### config.mk
export PLATFORM = sky130hd
export DESIGN_NAME = mips_mem_responder
export DESIGN_NICKNAME = d
export VERILOG_FILES = /design/src/rtl/mips_pkg.sv /design/src/rtl/mips_mem_responder.sv
export SDC_FILE = /design/constraint.sdc
export NUM_CORES = 1
export LEC_CHECK = 0
export BUFFER_PORTS_ARGS = -buffer_cell sky130_fd_sc_hd__buf_2
export CAP_MARGIN = 20
export CELL_PAD_IN_SITES_DETAIL_PLACEMENT = 1
export CELL_PAD_IN_SITES_GLOBAL_PLACEMENT = 2
export CORE_ASPECT_RATIO = 2
export CORE_MARGIN = 2
export CORE_UTILIZATION = 30
export DETAILED_ROUTE_END_ITERATION = 8
export PLACE_DENSITY = 0.82
export SLEW_MARGIN = 20
export SYNTH_ARGS = -nofsm -noshare
export SYNTH_HDL_FRONTEND = slang
export SYNTH_SLANG_ARGS = --single-unit
### constraint.sdc
create_clock -name clk -period 1.7 [get_ports clk]
set_clock_uncertainty 0.05 [all_clocks]
set_input_delay 0.34 -clock clk [delete_from_list [all_inputs] [get_ports clk]]
set_output_delay 0.34 -clock clk [all_outputs]
set_load 0.1 [all_outputs]
### src/rtl/mips_pkg.sv
// rtl/mips_pkg.sv - shared types and constants for the MIPS memory responder
package mips_pkg;

  typedef enum logic [2:0] {
    IDLE,
    RD,
    RCAP,
    WR,
    RESP
  } memstate_t;

  localparam int BYTES_PER_WORD = 4;

  // Index of the final byte of a word transfer.
  localparam logic [1:0] LAST_BYTE = 2'(BYTES_PER_WORD - 1);

  // Big-endian byte select: offset 0 is the most significant byte.
  function automatic logic [7:0] be_byte(input logic [31:0] w, input logic [1:0] k);
    logic [7:0] b;
    b = w[7:0];
    case (k)
      2'd0:    b = w[31:24];
      2'd1:    b = w[23:16];
      2'd2:    b = w[15:8];
      default: b = w[7:0];
    endcase
    return b;
  endfunction

endpackage

### src/rtl/mips_mem_responder.sv
// rtl/mips_mem_responder.sv - word request to big-endian byte-port memory responder
module mips_mem_responder
  import mips_pkg::*;
(
  input  logic        clk,
  input  logic        reset,
  input  logic        memread,
  input  logic        memwrite,
  input  logic [31:0] adr,
  input  logic [31:0] writedata,
  output logic [31:0] readdata,
  output logic        memready,
  output logic        busy,
  output logic [31:0] ext_addr,
  output logic        ext_re,
  output logic        ext_we,
  output logic [7:0]  ext_wdata,
  input  logic [7:0]  ext_rdata
);

  memstate_t   state_q, state_d;
  logic [1:0]  k_q, k_d;
  logic [31:0] adr_q, adr_d;
  logic [31:0] wd_q, wd_d;
  logic        cap_q, cap_d;
  logic [31:0] shreg_q, shreg_d;
  logic [31:0] rdata_q, rdata_d;
  logic [31:0] addr_q, addr_d;
  logic [7:0]  wdata_q, wdata_d;

  // State register plus the byte counter, capture pipeline and held port values.
  always_ff @(posedge clk) begin
    if (reset) begin
      state_q <= IDLE;
      k_q     <= 2'd0;
      adr_q   <= 32'd0;
      wd_q    <= 32'd0;
      cap_q   <= 1'b0;
      shreg_q <= 32'd0;
      rdata_q <= 32'd0;
      addr_q  <= 32'd0;
      wdata_q <= 8'd0;
    end else begin
      state_q <= state_d;
      k_q     <= k_d;
      adr_q   <= adr_d;
      wd_q    <= wd_d;
      cap_q   <= cap_d;
      shreg_q <= shreg_d;
      rdata_q <= rdata_d;
      addr_q  <= addr_d;
      wdata_q <= wdata_d;
    end
  end

  // Next-state logic and byte-port strobes decoded from the current state.
  always_comb begin
    state_d   = state_q;
    k_d       = k_q;
    adr_d     = adr_q;
    wd_d      = wd_q;
    shreg_d   = shreg_q;
    rdata_d   = rdata_q;
    ext_re    = 1'b0;
    ext_we    = 1'b0;
    ext_addr  = addr_q;
    ext_wdata = wdata_q;

    // Read data returns one cycle after its strobe; shift it in MSB first.
    if (cap_q) begin
      shreg_d = {shreg_q[23:0], ext_rdata};
    end

    case (state_q)
      IDLE: begin
        // Write wins when both requests are present.
        if (memwrite) begin
          state_d = WR;
          adr_d   = adr & 32'hFFFF_FFFC;
          wd_d    = writedata;
          k_d     = 2'd0;
        end else if (memread) begin
          state_d = RD;
          adr_d   = adr & 32'hFFFF_FFFC;
          wd_d    = writedata;
          k_d     = 2'd0;
        end
      end
      RD: begin
        ext_re   = 1'b1;
        ext_addr = {adr_q[31:2], k_q};
        k_d      = k_q + 2'd1;
        if (k_q == LAST_BYTE) begin
          state_d = RCAP;
        end
      end
      RCAP: begin
        // The last byte is on ext_rdata now; assemble the word directly.
        rdata_d = {shreg_q[23:0], ext_rdata};
        state_d = RESP;
      end
      WR: begin
        ext_we    = 1'b1;
        ext_addr  = {adr_q[31:2], k_q};
        ext_wdata = be_byte(wd_q, k_q);
        k_d       = k_q + 2'd1;
        if (k_q == LAST_BYTE) begin
          state_d = RESP;
        end
      end
      RESP: begin
        state_d = IDLE;
      end
      default: begin
        state_d = IDLE;
      end
    endcase

    cap_d   = ext_re;
    addr_d  = ext_addr;
    wdata_d = ext_wdata;
  end

  assign readdata = rdata_q;
  assign memready = (state_q == RESP);
  assign busy     = (state_q != IDLE);

endmodule

==> metrics.md, run 1 <==
| Metric | Value |
|---|---|
| Status | `complete, but fails checks` |
| Failing checks | `setup timing` |
| Starting Density | `around 31%` |
| Tightest Hold Check Type | `in -> reg` |
| Drt wl/cell | `~17 um` |
| Clock root buffer | `clkbuf_16` |
| R2R setup slack | `-0.08 ns` |
| Most common cell after layout, fill and taps aside | `dfxtp_1` |
| Worst Tran Pin Value | `roughly 0.54 ns` |
| Pwr dens | `roughly 1100 nW/um2` |
| Non-filler cells, final | `around 1,200` |
| Critical path's largest stage delay | `around 0.37 ns` |
| Total power after layout | `11.03 mW` |
| Crit path from | `k_q[0]` |
| Rel. slew slack | `64.26%` |
| R2r endpoint | `adr_q[28]` |
| Vias in the first global route | `between 5,000 and 6,000` |
| Die Wd | `approximately 110 um` |
| Crit path cell chain | `ha_1 -> buf_4 -> a211oi_2 -> o31ai_4 -> buf_12` |
| RR Startpoint | `state_q[2]` |
| Hold slack | `about 0.11 ns` |
| Crit end category | `output port` |
| Largest family of logic cells by synthesized area | `simple AND/OR/NAND/NOR gates` |
| Aggregate global routing overflow | `0` |
| Fin crit share | `132.2%` |
| Compound-gate portion of the synthesized area | `roughly 6.7%` |
| Worst vdd rail ir drop | `738.0 uV` |
| DRC | `0` |
| CTS sink count | `164` |
| Count of pins over their slew limit | `0` |
| Post-CTS Hold Fix Bufs | `0` |
| Critical Path Fanout Max | `6` |
| Mux share of post-synthesis cell area | `17.67%` |
| Cell count after placement | `1,106` |
| Clk Latency, worst-skew pair | `0.43 ns` |
| Core Area | `between 20,000 and 25,000 um2` |
| CTS tree | `yes` |
| Async set or reset register ratio after synthesis | `0%` |
| Cells after synthesis | `between 700 and 800` |
| Worst setup SP type | `flop` |
| Die area | `about 24,000 um2` |
| Dominant synthesized flop cell | `dfxtp_1` |
| Post-synth EDFFs | `0` |
| Adder and majority gate portion of the synthesized area | `less than 1%` |
| Final Worst Setup Slack | `-0.5472 ns` |
| Count of input and output buffers | `around 150` |
| Synth Register Bits | `164` |
| CP arrival | `approximately 1.9 ns` |
| Critical path's slowest cell | `dfxtp_4` |
| Sequential area share after synthesis | `47.52%` |
| First-pass GRT wire length | `approximately 31,000 um` |
| # fillers | `about 2,500` |
| Commonest non-fill, non-tap cells in the layout | `159 x dfxtp_1, 124 x nand2b_1, 104 x buf_2, 83 x mux2i_1, 72 x nand2_1` |
| WHS Endpoint | `adr_q[31]` |
| Leak | `4.240 nW` |
| Cell row count | `between 70 and 80` |
| Synth-to-Final Area Change | `47.97%` |
| Final setup vio count | `between 80 and 90` |
| Iteration-0 DRC Markers | `~240` |
| Hold_sp | `adr[31]` |
| Max-cap viol count | `0` |
| Die Ht | `around 220 um` |
| Routed WL | `approximately 20,000 um` |
| Count of cell types in the netlist | `36` |
| Inserted Diodes | `0` |
| Post-Synth XOR/XNOR Area | `0.1268%` |
| Req. time, crit path | `1.31 ns` |
| Post-synthesis simple-gate area fraction | `about 22%` |
| Initial DRT Pass Iterations | `4` |
| Initial antenna violation count | `2` |
| RSZ-0062 raised after global routing | `true` |
| Largest net degree at the start of global routing | `64` |
| Clock-pin slew on the worst setup and hold paths | `0.07 ns` |
| CTS buffer count | `17` |
| Setup Crit Path Kind | `reg -> out` |
| Io pins | `approximately 150` |
| Clock buffer depth | `2` |
| Vias | `5,427` |
| Final core occ | `approximately 45%` |
| DP Wirelength | `12,880 um` |
| R2R cell count | `7` |
| Synth Area per Inst | `between 9 and 10 um2` |
| Mapped cell area | `between 6000 and 7000 um2` |
| Share of cells above drive strength 1 | `between 30% and 40%` |
| DP Worst Slack | `-0.2809 ns` |
| H-Tree Depth | `4` |
| Synth Net Count | `about 800` |
| Yosys warning count | `0` |
| Max Fclk | `between 0.4 and 0.5 GHz` |
| Hold path cells | `3` |
| Final GP Congestion | `between 0.7 and 0.8` |
| Final Hold Viols | `0` |
| Antenna-violating nets left | `0` |
| Final #Nets | `approximately 960` |
| Final critical-path required period | `about 2.2 ns` |
| Vias per std cell | `about 4.6` |
| Global Route Usage Sum | `between 10% and 20%` |
worst max-delay path, delay by kind of cell, from the launching register on:
| family | cells | cell delay [ns] |
|---|---|---|
| flip-flops | 1 | 0.37 |
| adder cells (fa/ha/maj) | 1 | 0.23 |
| AO/OA/AOI/OAI | 2 | 0.45 |
| buffers and inverters | 2 | 0.38 |
synthesized netlist by cell type (all sizes together) (2+ instances only):
| cell | n | area share (%) |
|---|---|---|
| a211oi | 8 | 0.87 |
| nand2 | 72 | 3.9 |
| nand3b | 11 | 1.2 |
| nor2 | 37 | 2.1 |
| inv | 5 | 0.27 |
| a21oi | 32 | 2.3 |
| a22o | 8 | 1.0 |
| o31ai | 8 | 0.87 |
| or3 | 2 | 0.25 |
| clkbuf | 35 | 1.9 |
| o41ai | 8 | 1.0 |
| mux2 | 32 | 5.2 |
| nor3 | 2 | 0.14 |
| nand2b | 125 | 11 |
| dfxtp | 164 | 48 |
| buf | 21 | 2.8 |
| nor2b | 32 | 2.9 |
| mux2i | 86 | 12 |
| ha | 4 | 0.72 |
logic make-up (layout without fill, tap and decap cells):
kind of cell,Yosys count,in the layout
flip-flops,164,164
AND/OR/NAND/NOR,284,284
adder cells (fa/ha/maj),4,4
XOR/XNOR,1,1
buffers and inverters,62,249
AO/OA/AOI/OAI,69,69
multiplexers,118,118
final cells by class:
cell class / count / area (um2) / share of cell area, %
clock buffer: 18 / 429.2 / 4.198
timing repair buffer: 211 / 2303 / 22.53
sequential: 164 / 3299 / 32.27
multi-input combinational: 476 / 3687 / 36.07
inverter: 6 / 28.78 / 0.2815
tap: 280 / 350.3 / 3.427
clock inverter: 14 / 125.1 / 1.224
what timing repair did:
item / in CTS / in global routing
gates resized for setup: 55 / 32
buffers inserted: 15 / 11
cloned: 8 / 4
pin swaps: 2 / 6
setup endpoints to repair: 47 / 110
where the power goes:
group | switching (mW) | total, mW | leakage (nW) | internal [mW]
Clock | 1.67 | 3.70 | 0.270 | 2.03
Sequential | 0.163 | 4.26 | 1.34 | 4.09
Combinational | 1.67 | 3.08 | 2.63 | 1.41
Total | 3.50 | 11.0 | 4.24 | 7.54
worst max-delay path by stage:
stage	endpoint	slack, ns	depth (start not counted)
2_1_floorplan	ext_wdata[0]	-0.41	6
3_3_place_gp	ext_wdata[2]	-0.25	5
3_5_place_dp	ext_wdata[5]	-0.28	5
4_1_cts	ext_wdata[2]	-0.58	6
5_1_grt	ext_wdata[0]	-0.61	6
6_report	ext_wdata[3]	-0.55	5
stage by stage:
step	TNS [ns]	instance area (um2)
CTS	-23.96	10030
global route	-24.99	10220
floorplan	-3.638	7144
detailed placement	-2.052	8926
finish	-19.39	10220
global placement	-1.691	8926
sequential cells by signal (all words and copies together) (netlist names):
register	flops
addr_q	32
readdata	32
wd_q	32
adr_q	30
shreg_q	24
wdata_q	8
state_q	3
k_q	2
cap_q	1
per-layer routing:
metal,share of wire [%],global-route usage (%)
met5,0.15,0
met4,3.3,7.202
met3,3.3,3.688
met2,56,31.18
met1,37,17.01
Power figures use the tool's default switching activity.
==> inputs of run 2 (changes only) <==
Settings changed: CORE_UTILIZATION 30 to 33, PLACE_DENSITY 0.82 to 0.86.
Clock period 1.7 ns to 2.15 ns, I/O delays scaled along.
==> run 2 against run 1 <==
Clock power down 12%. Largest power group unchanged. Count of clock-buffer cells in the layout unchanged. Sequential share of layout area up 1.5 points. Flip-flop and latch count unchanged. The flow still finishes with violations (setup timing). Combinational power down 31%. Register-to-register slack better by 0.42 ns. Via count down 2.4%. Die area down 8.8%. Core utilization up 2.5 points. Cell count down 3.5%. Hold slack better by 0.095 ns.
==> metrics.md, run 2 (synthesis gave the netlist of run 1 again) <==
| Metric | Value |
|---|---|
| CTS sink count | `164 (unchanged)` |
| Max Fclk | `0.4099 GHz` |
| Initial antenna violation count | `1 (was 2)` |
| Vias in the first global route | `5,639 (was 5,820)` |
| Worst vdd rail ir drop | `528.9 uV (was 738.0 uV)` |
| Setup_tns | `-5.233 ns (was -19.39 ns)` |
| CP arrival | `1.96 ns (was 1.86 ns)` |
| Share of cells above drive strength 1 | `32.64% (was 35.66%)` |
| CTS buffer count | `17 (unchanged)` |
| Final critical-path required period | `2.440 ns` |
| Vias per std cell | `4.696 (was 4.642)` |
| Final GP Congestion | `0.7038 (was 0.7301)` |
| Tightest Hold Check Type | `in -> reg (unchanged)` |
| Leak | `4.041 nW (was 4.240 nW)` |
| First-pass GRT wire length | `29,590 um (was 31,250 um)` |
| Final instance area | `9756 um2 (was 10,220 um2)` |
| Largest net degree at the start of global routing | `95 (was 64)` |
| Most common cell after layout, fill and taps aside | `dfxtp_1 (unchanged)` |
| Global Route Usage Sum | `17.36% (was 16.41%)` |
| Clock-pin slew on the worst setup and hold paths | `0.07 ns (about the same)` |
| Aggregate global routing overflow | `0 (unchanged)` |
| Req. time, crit path | `1.67 ns (was 1.31 ns)` |
| Failing checks | `setup timing (unchanged)` |
| Iteration-0 DRC Markers | `197 (was 236)` |
| Die Wd | `106.3 um (was 111.3 um)` |
| Crit end category | `output port (unchanged)` |
| Setup Crit Path Kind | `reg -> out (unchanged)` |
| H-Tree Depth | `4 (unchanged)` |
| Die Ht | `208.6 um (was 218.6 um)` |
| Commonest non-fill, non-tap cells in the layout | `160 x dfxtp_1, 124 x nand2b_1, 104 x buf_2, 86 x mux2i_1, 72 x nand2_1 (was 159 x dfxtp_1, 124 x nand2b_1, 104 x buf_2, 83 x mux2i_1, 72 x nand2_1)` |
| Fin crit share | `113.5%` |
| Max-cap viol count | `0 (unchanged)` |
| Worst Tran Pin Value | `0.7339 ns (was 0.5398 ns)` |
| Clock root buffer | `clkbuf_16 (unchanged)` |
| RSZ-0062 raised after global routing | `true (unchanged)` |
| Clk Latency, worst-skew pair | `0.42 ns (was 0.43 ns)` |
| Count of input and output buffers | `149 (unchanged)` |
| Count of pins over their slew limit | `0 (unchanged)` |
| Starting Density | `33.77% (was 30.52%)` |
| Final setup vio count | `41 (was 84)` |
| Final #Nets | `929 (was 956)` |
| Clock buffer depth | `2 (unchanged)` |
| Final Hold Viols | `0 (unchanged)` |
| Io pins | `152 (unchanged)` |
| DP Wirelength | `12,420 um (was 12,880 um)` |
| Drt wl/cell | `16.75 um (was 16.92 um)` |
| R2R setup slack | `0.34 ns (was -0.08 ns)` |
| DRC | `0 (unchanged)` |
| Status | `complete, but fails checks (unchanged)` |
| Final core occ | `47.68% (was 45.15%)` |
| Core Area | `20,460 um2 (was 22,640 um2)` |
| Vias | `5,297 (was 5,427)` |
| Cell row count | `74 (was 78)` |
| Die area | `22,180 um2 (was 24,330 um2)` |
| Pwr dens | `893.6 nW/um2 (was 1079 nW/um2)` |
| DP Worst Slack | `0.03306 ns (was -0.2809 ns)` |
| Placed cell areas | `8717 um2 (was 8926 um2)` |
| Rel. slew slack | `51.08% (was 64.26%)` |
| Total power after layout | `8.718 mW (was 11.03 mW)` |
| Synth-to-Final Area Change | `41.20% (was 47.97%)` |
| Worst setup SP type | `flop (unchanged)` |
| Final Worst Setup Slack | `-0.2899 ns (was -0.5472 ns)` |
| Critical Path Fanout Max | `7 (was 6)` |
| CTS tree | `yes (unchanged)` |
| Initial DRT Pass Iterations | `4 (unchanged)` |
| Antenna-violating nets left | `0 (unchanged)` |
| Routed WL | `18,890 um (was 19,780 um)` |
[run 2: cell count changes in the layout (fill, tap and decap cells not counted), sizes merged]
cell      change
clkbuf        -3
bufbuf        -1
bufinv        +2
clkinvlp      -2
buf          -23
clkinv        -1
diode         +1
[run 2: where the power goes]
| part | internal [mW] | switching (mW) | total (mW) |
|---|---|---|---|
| Clock | 1.91 | 1.33 | 3.24 |
| Combinational | 0.877 | 1.23 | 2.11 |
| Sequential | 3.24 | 0.128 | 3.37 |
[run 2: routing by layer]
metal	vias up	routed length (um)	track usage [%]
met5	-	0	0
met4	0	275	6.125
met3	14	754	4.367
met2	101	10880	33.27
met1	2566	6979	17.75
li1	2616	-	-
[run 2: final cells by class]
| class | instances | area (um2) |
|---|---|---|
| Fill cell | 2241 | 10710 |
| Multi-Input combinational cell | 476 | 3652 |
| Sequential cell | 164 | 3293 |
| Timing Repair Buffer | 184 | 1826 |
| Clock buffer | 18 | 450.4 |
| Tap cell | 266 | 332.8 |
| Clock inverter | 13 | 170.2 |
| Inverter | 6 | 28.78 |
| Antenna cell | 1 | 2.502 |
[run 2: final timing paths]
| path | endpoint | depth (start not counted) | from |
|---|---|---|---|
| setup / recovery | ext_wdata[6] | 7 | k_q[1] |
| hold / removal | readdata[1] | 3 | ext_rdata[1] |
| setup reg to reg | wd_q[13] | 5 | state_q[2] |
| hold reg to reg | readdata[28] | 2 | readdata[28] |
[run 2: metrics by stage]
step / hold slack [ns] / instances
floorplan: 0.3812 / 702
global placement: 0.3890 / 1082
detailed placement: 0.3949 / 1082
CTS: 0.1846 / 1123
global route: 0.1977 / 1128
finish: 0.2062 / 1128
[run 2: worst max-delay path, cell delays in order (launching register included)]
cell and delay (ns):
dfxtp_4 0.39, inv_4 0.05, ha_4 0.15, buf_6 0.13, a22o_1 0.26, a211oi_4 0.28, o31ai_4 0.09, buf_12 0.17
[run 2: timing repair]
action	in CTS	in global routing
setup endpoints to repair	41	42
gates cloned	3	0
buffers inserted	7	6
hold buffers	0	0
endpoints found under the hold margin	0	0
pin swaps	5	12
resized for setup	51	19
